### config.mk
export PLATFORM = sky130hd
export DESIGN_NAME = seg_scan_driver
export DESIGN_NICKNAME = d
export VERILOG_FILES = /design/src/rtl/seg_pkg.sv /design/src/rtl/seg_refresh_tick.sv /design/src/rtl/seg_scan_driver.sv
export SDC_FILE = /design/constraint.sdc
export NUM_CORES = 1
export LEC_CHECK = 0
export BUFFER_PORTS_ARGS = -buffer_cell sky130_fd_sc_hd__buf_4
export CAP_MARGIN = 20
export CORE_UTILIZATION = 40
export CTS_CLUSTER_SIZE = 12
export DETAILED_ROUTE_END_ITERATION = 7
export HOLD_SLACK_MARGIN = 0.1
export PLACE_DENSITY = 0.6
export SLEW_MARGIN = 30
export SYNTH_ARGS = -nofsm -noshare
export SYNTH_HDL_FRONTEND = slang
export SYNTH_SLANG_ARGS = --single-unit
### constraint.sdc
create_clock -name clk -period 2.1 [get_ports clk]
set_input_delay 0 -clock clk [delete_from_list [all_inputs] [get_ports clk]]
set_output_delay 0 -clock clk [all_outputs]
set_load 0.005 [all_outputs]
### src/rtl/seg_pkg.sv
// Shared constants and types for the 7-segment scan driver.
package seg_pkg;

  localparam logic [6:0]  SEG_BLANK  = 7'h7F;
  localparam logic [6:0]  SEG_ZERO   = 7'h40;
  localparam logic [3:0]  AN_OFF     = 4'hF;
  localparam int unsigned NUM_DIGITS = 3;

  // Digit index: 0 = ones, 1 = tens, 2 = hundreds.
  typedef logic [1:0] digit_idx_t;

  localparam digit_idx_t IDX_LAST = digit_idx_t'(NUM_DIGITS - 1);

endpackage

### src/rtl/seg_refresh_tick.sv
// Digit-slot prescaler: counts clk cycles within a slot, flags the last
// cycle of a slot and the anti-ghosting guard window at its start.
module seg_refresh_tick #(
  parameter int unsigned REFRESH_DIV = 100000,
  parameter int unsigned GUARD       = 8
) (
  input  logic clk,
  input  logic rst,
  input  logic en_i,
  output logic slot_wrap_o,
  output logic in_guard_o
);

  localparam int unsigned CntW   = (REFRESH_DIV > 2) ? $clog2(REFRESH_DIV) : 1;
  localparam logic [CntW-1:0] CntMax = CntW'(REFRESH_DIV - 1);
  localparam logic [CntW-1:0] CntGuard = CntW'(GUARD);

  logic [CntW-1:0] cnt_q, cnt_d;

  // Slot cycle counter state.
  always_ff @(posedge clk or posedge rst) begin
    if (rst) begin
      cnt_q <= '0;
    end else begin
      cnt_q <= cnt_d;
    end
  end

  // Count while enabled, wrap at the end of a slot, park at 0 when disabled.
  always_comb begin
    cnt_d = cnt_q + 1'b1;
    if (!en_i || (cnt_q == CntMax)) begin
      cnt_d = '0;
    end
  end

  // Slot status flags.
  always_comb begin
    slot_wrap_o = en_i && (cnt_q == CntMax);
    in_guard_o  = (cnt_q < CntGuard);
  end

endmodule

### src/rtl/seg_scan_driver.sv
// Time-multiplexes three active-low digit patterns onto a 4-digit
// common-anode display with tear-free shadowing, a guard interval,
// optional leading-zero blanking and a per-frame strobe.
module seg_scan_driver
  import seg_pkg::*;
#(
  parameter int unsigned REFRESH_DIV = 100000,
  parameter int unsigned GUARD       = 8
) (
  input  logic       clk,
  input  logic       rst,
  input  logic       en,
  input  logic       load,
  input  logic       blank_lz,
  input  logic [6:0] hundreds,
  input  logic [6:0] tens,
  input  logic [6:0] ones,
  output logic [6:0] seg,
  output logic [3:0] an,
  output logic       dp,
  output logic       frame_done
);

  logic       slot_wrap, in_guard, frame_end, xfer;
  logic       hund_blank, tens_blank;
  digit_idx_t idx_q, idx_d;
  logic [6:0] pend_q [NUM_DIGITS];
  logic [6:0] pend_d [NUM_DIGITS];
  logic [6:0] act_q  [NUM_DIGITS];
  logic [6:0] act_d  [NUM_DIGITS];
  logic [6:0] disp   [NUM_DIGITS];
  logic [6:0] seg_q, seg_d;
  logic [3:0] an_q, an_d;
  logic       fd_q, fd_d;

  seg_refresh_tick #(
    .REFRESH_DIV(REFRESH_DIV),
    .GUARD      (GUARD)
  ) u_tick (
    .clk        (clk),
    .rst        (rst),
    .en_i       (en),
    .slot_wrap_o(slot_wrap),
    .in_guard_o (in_guard)
  );

  assign frame_end = slot_wrap && (idx_q == IDX_LAST);
  // While disabled the boundary transfer is continuous.
  assign xfer      = !en || frame_end;

  // State register: digit index, shadows and registered outputs.
  always_ff @(posedge clk or posedge rst) begin
    if (rst) begin
      idx_q <= '0;
      for (int i = 0; i < NUM_DIGITS; i++) begin
        pend_q[i] <= SEG_BLANK;
        act_q[i]  <= SEG_BLANK;
      end
      seg_q <= SEG_BLANK;
      an_q  <= AN_OFF;
      fd_q  <= 1'b0;
    end else begin
      idx_q  <= idx_d;
      pend_q <= pend_d;
      act_q  <= act_d;
      seg_q  <= seg_d;
      an_q   <= an_d;
      fd_q   <= fd_d;
    end
  end

  // Next digit index: advance on slot wrap, restart at ones when disabled.
  always_comb begin
    idx_d = idx_q;
    if (!en) begin
      idx_d = '0;
    end else if (slot_wrap) begin
      idx_d = (idx_q == IDX_LAST) ? '0 : idx_q + 1'b1;
    end
  end

  // Shadow capture; pend_d already holds fresh inputs on a load, so a
  // load coinciding with a boundary lands in active the same cycle.
  always_comb begin
    pend_d = pend_q;
    act_d  = act_q;
    if (load) begin
      pend_d[0] = ones;
      pend_d[1] = tens;
      pend_d[2] = hundreds;
    end
    if (xfer) begin
      act_d = pend_d;
    end
  end

  // Leading-zero blanking on the active patterns; ones is never blanked.
  always_comb begin
    hund_blank = blank_lz && (act_q[2] == SEG_ZERO);
    tens_blank = hund_blank && (act_q[1] == SEG_ZERO);
    disp[0]    = act_q[0];
    disp[1]    = tens_blank ? SEG_BLANK : act_q[1];
    disp[2]    = hund_blank ? SEG_BLANK : act_q[2];
  end

  // Output decode from the current scan position.
  always_comb begin
    seg_d = SEG_BLANK;
    an_d  = AN_OFF;
    fd_d  = frame_end;
    if (en && !in_guard) begin
      unique case (idx_q)
        2'd0: begin seg_d = disp[0]; an_d = 4'b1110; end
        2'd1: begin seg_d = disp[1]; an_d = 4'b1101; end
        2'd2: begin seg_d = disp[2]; an_d = 4'b1011; end
        default: begin seg_d = SEG_BLANK; an_d = AN_OFF; end
      endcase
    end
  end

  assign seg        = seg_q;
  assign an         = an_q;
  assign dp         = 1'b1;
  assign frame_done = fd_q;

endmodule

==> results of run 1 <==
==> kinds of logic (layout without fill, tap and decap cells) <==
family	Yosys count	in the layout	share of synthesized area [%]
flip-flops	72	72	56.0
AO/OA/AOI/OAI	18	18	4.58
buffers and inverters	23	91	4.09
other	1	2	0.113
AND/OR/NAND/NOR	78	78	13.7
adder cells (fa/ha/maj)	1	1	0.376
multiplexers	45	45	17.4
XOR/XNOR	14	14	3.68
==> final cells by class <==
| type | instances | area, um^2 | area share [%] |
|---|---|---|---|
| well taps | 102 | 128 | 3.10 |
| clock inverters | 6 | 60.1 | 1.46 |
| repair buffers | 65 | 571 | 13.8 |
| clock buffers | 10 | 128 | 3.10 |
| flip-flops and latches | 72 | 1870 | 45.3 |
| inverters | 10 | 37.5 | 0.911 |
| multi-input cells | 158 | 1330 | 32.3 |
==> layer usage <==
metal,wire [um],track usage [%],share of wire [%]
met1,2990,21.6,50
met2,2680,23.8,45
met3,216,3.41,3.6
met4,121,7.69,2.0
met5,0,0,0
==> layout by cell type (no fill, tap or decap), types with 2 or more instances in the layout <==
cell / count
a21o_1: 6
and4_1: 3
buf_12: 2
buf_4: 40
clkbuf_8: 9
clkinv_2: 3
clkinvlp_4: 2
conb_1: 2
dfrtp_1: 20
dfstp_2: 52
dlygate4sd3_1: 23
inv_1: 9
mux2_2: 22
mux2_4: 20
mux2i_1: 2
nand2_1: 8
nand2b_1: 3
nand3_1: 4
nand4_1: 6
nor2_1: 26
nor3_1: 8
nor3b_1: 6
nor4_1: 6
o311ai_0: 6
xnor2_1: 10
xor2_1: 4
==> worst min-delay path by stage <==
stage,startpoint,endpoint,slack [ns]
floorplan,en,u_tick.cnt_q[1],0.16
global placement,rst,frame_done,0.11
detailed placement,rst,frame_done,0.11
CTS,load,pend_q[15],0.15
global route,load,pend_q[15],0.16
finish,load,pend_q[15],0.16
==> through the flow <==
step	hold slack, ns	power [uW]
after floorplan	0.160	1860
after global placement	0.107	1950
after detailed placement	0.110	1960
after CTS	0.151	3050
after global routing	0.163	3140
final	0.156	3010
==> power breakdown <==
part | switching (uW) | internal, uW
Combinational | 127 | 207
Clock | 503 | 542
Sequential | 61.8 | 1570
==> sequential cells by signal (all words and copies together), names as in the netlist <==
register	flops
u_tick.cnt_q	17
pend_q	21
seg	7
act_q	21
frame_done	1
an	3
idx_q	2
==> timing repair <==
action / 4_1_cts / 5_1_grt
gates resized for setup: 0 / 0
hold buffers: 23 / 0
hold endpoints to repair: 66 / 0
==> cell usage after synthesis, types with 2 or more instances <==
| library cell | instances |
|---|---|
| dfstp_2 | 52 |
| nor2_1 | 26 |
| mux2_2 | 22 |
| dfrtp_1 | 20 |
| mux2_4 | 20 |
| inv_1 | 10 |
| xnor2_1 | 10 |
| nand2_1 | 8 |
| nor3_1 | 8 |
| a21o_1 | 6 |
| clkbuf_1 | 6 |
| nand4_1 | 6 |
| nor3b_1 | 6 |
| nor4_1 | 6 |
| o311ai_0 | 6 |
| nand3_1 | 4 |
| xor2_1 | 4 |
| and4_1 | 3 |
| nand2b_1 | 3 |
| buf_12 | 2 |
| buf_2 | 2 |
| buf_4 | 2 |
| mux2i_1 | 2 |
==> impl_results.md, run 1 <==
- DR vias: 2,052
- CTS buffer count: 9
- Fraction of registers with async set/reset: 100%
- Clk_skew: 0.0105 ns
- Leak: between 0.0015 and 0.002 uW
- VDD IR max: about 0.28 mV
- Crit. Startpoint: u_tick.cnt_q[0]
- Hold path depth: 2
- WP buf/inv: 1
- CTS max path bufs: 2
- Final period utilization: roughly 90%
- Drt first pass iters: 4
- Syn Area/Cell: between 10 and 15 um^2
- Clock transition at path regs: ~0.070 ns
- Antenna viol nets, final: 0
- TNS Setup: 0 ns
- Area leader, netlist: dfstp_2
- Worst slew margin: 61.2%
- R2r endpoint: act_q[0]
- Initial Util: ~42%
- Outcome: finished clean
- CP Class: flip-flop to flip-flop
- # rows: 32
- IO Count: 39
- Final Instance Count excl. Fillers: between 400 and 500
- Vias in the first global route: 2,150
- Die Area: between 8000 and 9000 um^2
- Starting DRT DRC Count: 70
- Max cap viols: 0
- Post-CTS Setup Bufs: 0
- Post-DP HPWL: 4210 um
- Fin. max-slew vios: 0
- Chip height: 93.3 um
- Core Region: between 7000 and 8000 um^2
- Post-synth EDFFs: 0
- Clock sink count: between 70 and 80
- CP endpoint: act_q[0]
- Top post-synthesis cells by area: dfstp_2 (41%), dfrtp_1 (15%), mux2_4 (9.0%)
- Pin count of the biggest net entering global routing: 32
- Placed Area: between 3000 and 4000 um^2
- Syn Std Cell Area: around 3300 um^2
- R2R Setup Slk: around 0.21 ns
- Fin. Hold Viols: 0
- Nets: about 340
- H-tree depth: 3
- Final WL: approximately 6000 um
- YS warnings: 0
- CP arrival: ~2.2 ns
- CTS tree: done
- CP max stage delay: 0.37 ns
- Drt wl/cell: approximately 14 um
- Fin area: just over 4000 um^2
- Gr usage total: between 15 and 20%
- #FFs+latches synth: between 70 and 80
- Layout area overhead: 23.7%
- DRC: 0
- Initial antenna violation count: 0
- GP Congestion: between 0.8 and 0.9
- Pre-CTS setup slack: between 0.2 and 0.25 ns
- Power Density: about 730 nW/um^2
- Clk root buf: clkbuf_8
- Clock Latency Late Sink: roughly 0.35 ns
- # diodes: 0
- Die span in x: 93.3 um
- Worst path required time: roughly 2.4 ns
- Cell variety after synth: between 40 and 50
- Period minus WS final: around 1.9 ns
- Final core occ: between 50% and 60%
- Highest clock rate: around 530 MHz
- Syn Inst Count: between 200 and 300
- Critical path endpoint category: flip-flop
- Placed Cells: roughly 380
- Hold Crit Class: input port to flip-flop
- Synth top area share: between 40% and 50%
- Crit path max-delay family: simple AND/OR/NAND/NOR gates
- Seq/Total Area, Yosys: a little under three fifths
- Worst r2r src: u_tick.cnt_q[0]
- Fill cells: between 600 and 700
- Top_reg_cell synth: dfstp_2
- R2R depth: 6
- Final setup fails: 0
- I/O Buffers: 36
- Ratio of cells with drive above 1 in the final layout: around half
- Startpoint types: flip-flop
- Cell Chain, Critical Path: ha_1 > and4_1 > nand4_4 > o21ai_4 > buf_12 > mux2_1
- Critical path peak fanout: 21
- Worst slew pin tran: approximately 0.58 ns
- CP Depth: 6
- First-pass GRT wire length: 10,400 um
- RSZ-0062 raised after global routing: false
- PnR worst setup slack: around 0.21 ns
- DR vias/cell: 4.85
- Slowest-stage cell, CP: dfrtp_1
- Grt ovf: 0
Note: power is estimated with default switching activity, not from simulation.
==> inputs of run 2 (changes only) <==
Settings changed: CTS_BUF_LIST set to sky130_fd_sc_hd__clkbuf_4.
==> run 2 against run 1 <==
  * Setup slack worse by 0.013 ns
  * Clock power shrank 18%
  * First-iteration DRC count down 24%
  * Global-route usage grew 0.65 points
  * Sequential share of layout area is 1.6 points lower
  * Cell count increased by 4.7%
  * Register-to-register slack hardly changed
  * Core utilization is 1.9 points higher
  * Design area is 3.6% higher
  * Worst hold slack improved by 0.038 ns
  * Via count increased by 3.6%
  * Routed wire length up 5.0%
  * Largest power group unchanged
==> impl_results.md, run 2 (same netlist as run 1, synthesis figures left out) <==
- CTS buffer count: 9
- # rows: 32
- Critical path endpoint category: flip-flop
- Drt first pass iters: 4
- Worst slew margin: roughly three fifths
- Final setup fails: 0
- Outcome: finished clean
- H-tree depth: 3
- Vias in the first global route: between 2,000 and 2,500
- Most frequent cells in the layout: dfstp_2 (52), dlygate4sd3_1 (43), buf_4 (40), nor2_1 (26), mux2_2 (22)
- Worst path required time: approximately 2.5 ns
- Final period utilization: between 90% and 100%
- CTS max path bufs: 2
- Fin area: approximately 4300 um^2
- Switching power total: about 680 uW
- GP Congestion: ~0.80
- Chip height: a little over 90 um
- CTS resizes: 0
- Leak: around 0.0018 uW
- Core Region: roughly 7900 um^2
- TNS Setup: 0 ns
- DR vias/cell: 4.80
- Pin count of the biggest net entering global routing: 32
- Part of the power in registers: a little under three fifths
- Placed Area: around 3700 um^2
- Layout area overhead: 28.2%
- Die Area: roughly 8700 um^2
- Clock transition at path regs: 0.12 ns
- Clock sink count: 72
- Startpoint types: flip-flop
- First-pass GRT wire length: 10,900 um
- Initial antenna violation count: 0
- Drt wl/cell: 14.3 um
- Clk_skew: 0.0145 ns
- Grt ovf: 0
- Fin. max-slew vios: 0
- Critical path peak fanout: 21
- Worst slew pin tran: about 0.58 ns
- Gate power share: a little over an eighth
- CTS tree: done
- VDD IR max: ~0.23 mV
- Clock Latency Late Sink: around 0.42 ns
- Antenna viol nets, final: 0
- Final WL: roughly 6300 um
- Hold WS: just under 0.2 ns
- Fin. Hold Viols: 0
- Most common cell after layout, fill and taps aside: dfstp_2
- Final Instance Count excl. Fillers: roughly 440
- IO Count: 39
- Gr usage total: 16.5%
- Starting DRT DRC Count: between 50 and 60
- Placed Cells: approximately 380
- Die span in x: around 93 um
- Power Density: about 670 nW/um^2
- DRC: 0
- Period minus WS final: roughly 1.9 ns
- Initial Util: around 42%
- Nets: between 300 and 400
- Clk root buf: clkbuf_4
- CP Class: flip-flop to flip-flop
- RSZ-0062 raised after global routing: false
- DR vias: roughly 2,100
- P_int: 2190 uW
- Pre-CTS setup slack: ~0.20 ns
- Max cap viols: 0
- Clock power share: between 20 and 30%
- Post-DP HPWL: between 4000 and 5000 um
- CP arrival: between 2 and 2.5 ns
- Ratio of cells with drive above 1 in the final layout: 46.3%
- Hold Crit Class: input port to asynchronous set/reset pin
- Largest regs: act_q (21), pend_q (21), u_tick.cnt_q (17)
- Fill cells: about 660
- # diodes: 0
- PnR worst setup slack: 0.196 ns
- Switching Share: about a quarter
- I/O Buffers: 36
- Highest clock rate: around 530 MHz
run 2: cell types whose count changed in the layout (fill, tap and decap cells not counted), sizes merged:
| cell | before | now |
|---|---|---|
| dlygate4sd3 | 23 | 43 |
run 2: worst paths after layout:
kind                            startpoint         endpoint  slack (ns)  cells after the start
max in group asynchronous              rst        act_q[17]        1.19                      4
min in group clk                  blank_lz           seg[0]        0.29                      5
setup reg to reg           u_tick.cnt_q[0]         act_q[0]        0.20                      6
hold reg to reg            u_tick.cnt_q[0]  u_tick.cnt_q[0]        0.46                      1
hold / removal                         rst       frame_done        0.19                      3
setup / recovery           u_tick.cnt_q[0]         act_q[0]        0.20                      6
run 2: power groups by stage:
stage	logic, uW	clock network (uW)	registers (uW)
CTS	393	870	1630
global placement	302	0	1650
global route	429	929	1650
finish	392	850	1630
floorplan	229	0	1630
detailed placement	306	0	1650
run 2: through the flow:
step	total power, uW	util, %
global route	3010	54.1
detailed placement	1960	47.0
finish	2870	54.1
global placement	1950	47.0
CTS	2900	54.0
floorplan	1860	-
run 2: worst max-delay path: stages (launching register included):
cell     delay (ns)
dfrtp_1        0.39
ha_1           0.23
and4_1         0.30
nand4_4        0.18
o21ai_4        0.18
buf_12         0.21
mux2_1         0.34
run 2: area by class of cell:
class	count	area, um^2	share of cell area [%]
clock buffers	10	75.1	1.76
multi-input cells	158	1330	31.2
well taps	102	128	2.99
repair buffers	85	771	18.1
clock inverters	6	60.1	1.41
inverters	10	37.5	0.879
flip-flops and latches	72	1870	43.7
run 2: layer usage:
layer	share of wire, %	global-route usage, %
met5	0	0
met4	1.2	4.62
met3	3.4	4.88
met2	46	25.7
met1	50	22.3
run 2: what timing repair did:
item	4_1_cts	5_1_grt
hold buffers	42	1
setup buffers	0	0
hold endpoints to repair	81	1
==> inputs of run 3 (changes only) <==
Settings changed: CELL_PAD_IN_SITES_DETAIL_PLACEMENT set to 1, CELL_PAD_IN_SITES_GLOBAL_PLACEMENT set to 1, PLACE_DENSITY 0.6 to 0.71.
==> run 3 against run 2 <==
  * Largest power group unchanged
  * Cell count fell by 0.23%
  * Die area is the same
  * Sequential share of layout area decreased by 0.38 points
  * Clock power grew 29%
==> impl_results.md, run 3 (same netlist as run 1, synthesis figures left out) <==
- Fin area: between 4000 and 5000 um^2
- VDD IR max: about 0.29 mV
- Power Density: 727 nW/um^2
- Pin count of the biggest net entering global routing: 73
- Worst slew pin tran: about 0.53 ns
- GP Congestion: roughly 0.73
- P_int: between 2000 and 2500 uW
- Placed Cells: ~390
- Crit. Startpoint: u_tick.cnt_q[0]
- Leak: between 0.0015 and 0.002 uW
- I/O Buffers: 36
- Fin. max-slew vios: 0
- Drt wl/cell: approximately 17 um
- Met3 usage: between 4 and 5%
- CP Class: flip-flop to flip-flop
- Fin. Hold Viols: 0
- Placed Area: 3740 um^2
- Grt ovf: 0
- H-tree depth: 3
- Gate power share: about an eighth
- IO Count: 39
- Seq. cell area: 1870 um^2
- CP max stage delay: just under 0.4 ns
- Max cap viols: 0
- Met1 Use GR: 23.8%
- Hold Startpoint: load
- Cell Chain, Critical Path: ha_1 > and4_1 > nand4_4 > o21ai_4 > buf_12 > mux2_4
- Outcome: finished clean
- Hold Crit Class: input port to flip-flop
- Drt first pass iters: 4
- Slowest-stage cell, CP: dfrtp_1
- Clock Latency Late Sink: just over 0.4 ns
- CP arrival: between 2 and 2.5 ns
- Die span in x: 93.3 um
- Switching Share: 22.4%
- Period minus WS final: between 1.5 and 2 ns
- Clock transition at path regs: roughly 0.12 ns
- CTS buffer count: 9
- Largest regs: act_q (21), pend_q (21), u_tick.cnt_q (17)
- Clock sink count: a little over 70
- Top Usage Layer GRT: met2
- Switching power total: between 600 and 700 uW
- Post-DP HPWL: 4840 um
- CTS tree: done
- Startpoint types: flip-flop
- Most frequent cells in the layout: dfstp_2 (52), buf_4 (44), dlygate4sd3_1 (37), nor2_1 (26), mux2_2 (22)
- Starting DRT DRC Count: 84
- Fill cells: around 800
- Worst path required time: roughly 2.4 ns
- Final core occ: 54.6%
- # diodes: 0
- Worst slew margin: 64.8%
- # rows: 32
- First-pass GRT wire length: about 12,000 um
- Gr usage total: a little under a fifth
- Most common cell after layout, fill and taps aside: dfstp_2
- Overall Power: 3130 uW
- Clock power share: a little over a third
- Chip height: 93.3 um
- Critical path endpoint category: flip-flop
- Multi-input logic area: about 1300 um^2
- Die Area: around 8700 um^2
- Final period utilization: 95.2%
- Nets: between 300 and 400
- Initial antenna violation count: 0
- Clk root buf: clkbuf_4
- Critical path peak fanout: 9
- Grt met2 use: 31.8%
- Core Region: approximately 7900 um^2
- Final WL: 7370 um
- Ratio of cells with drive above 1 in the final layout: between 40 and 50%
- Initial Util: between 40% and 50%
- DR vias/cell: between 5 and 6
- Worst r2r src: u_tick.cnt_q[0]
- Part of the power in registers: a little over half
- Final Instance Count excl. Fillers: 442
- Antenna viol nets, final: 0
- DR vias: around 2,200
- Final setup fails: 0
- Clk_skew: around 0.017 ns
- Layout area overhead: 29.3%
- DRC: 0
- Highest clock rate: 500 MHz
- CTS max path bufs: 2
- Hold WS: roughly 0.13 ns
- Vias in the first global route: roughly 2,400
[run 3: final timing paths]
path / end / slack, ns / cells after the start
max in group asynchronous: pend_q[3] / 1.55 / 4
hold / removal: pend_q[11] / 0.13 / 2
hold reg to reg: u_tick.cnt_q[0] / 0.47 / 1
setup reg to reg: act_q[18] / 0.10 / 6
setup / recovery: act_q[18] / 0.10 / 6
min in group asynchronous: u_tick.cnt_q[7] / 0.21 / 4
[run 3: per-stage QoR]
stage | setup TNS [ns] | setup WS (ns)
6_report | 0 | 0.102
5_1_grt | -0.00336 | -0.00336
4_1_cts | 0 | 0.0994
3_5_place_dp | 0 | 0.105
3_3_place_gp | 0 | 0.198
2_1_floorplan | 0 | 0.340
[run 3: critical path, delay by kind of cell, from the launching register on]
kind            cells  cell delay (ns)
buf+inv             1             0.19
compound gates      1             0.32
fa+ha+maj           1             0.23
mux                 1             0.30
flops               1             0.39
simple gates        2             0.52
[run 3: metal layers]
layer / vias to the layer above / wire, um
li1: 1051 / -
met1: 1145 / 3330
met2: 32 / 3760
met3: 12 / 159
met4: 0 / 115
met5: - / 0
[run 3: area by class of cell]
| type | instances | area share (%) |
|---|---|---|
| Sequential cell | 72 | 43.3 |
| Multi-Input combinational cell | 158 | 30.9 |
| Timing Repair Buffer | 84 | 17.7 |
| Tap cell | 102 | 2.96 |
| Clock inverter | 6 | 2.50 |
| Clock buffer | 10 | 1.74 |
| Inverter | 10 | 0.872 |
[run 3: power groups by stage]
stage	Sequential, uW	Combinational, uW	Clock [uW]
6_report	1640	392	1100
4_1_cts	1640	391	1130
5_1_grt	1650	430	1190
3_3_place_gp	1650	306	0
3_5_place_dp	1660	317	0
2_1_floorplan	1630	229	0
[run 3: what timing repair did]
action | 4_1_cts | 5_1_grt
hold endpoints to repair | 122 | 0
gates resized for setup | 0 | 2
buffers inserted | 0 | 2
setup endpoints to repair | 0 | 3
hold buffers | 37 | 0
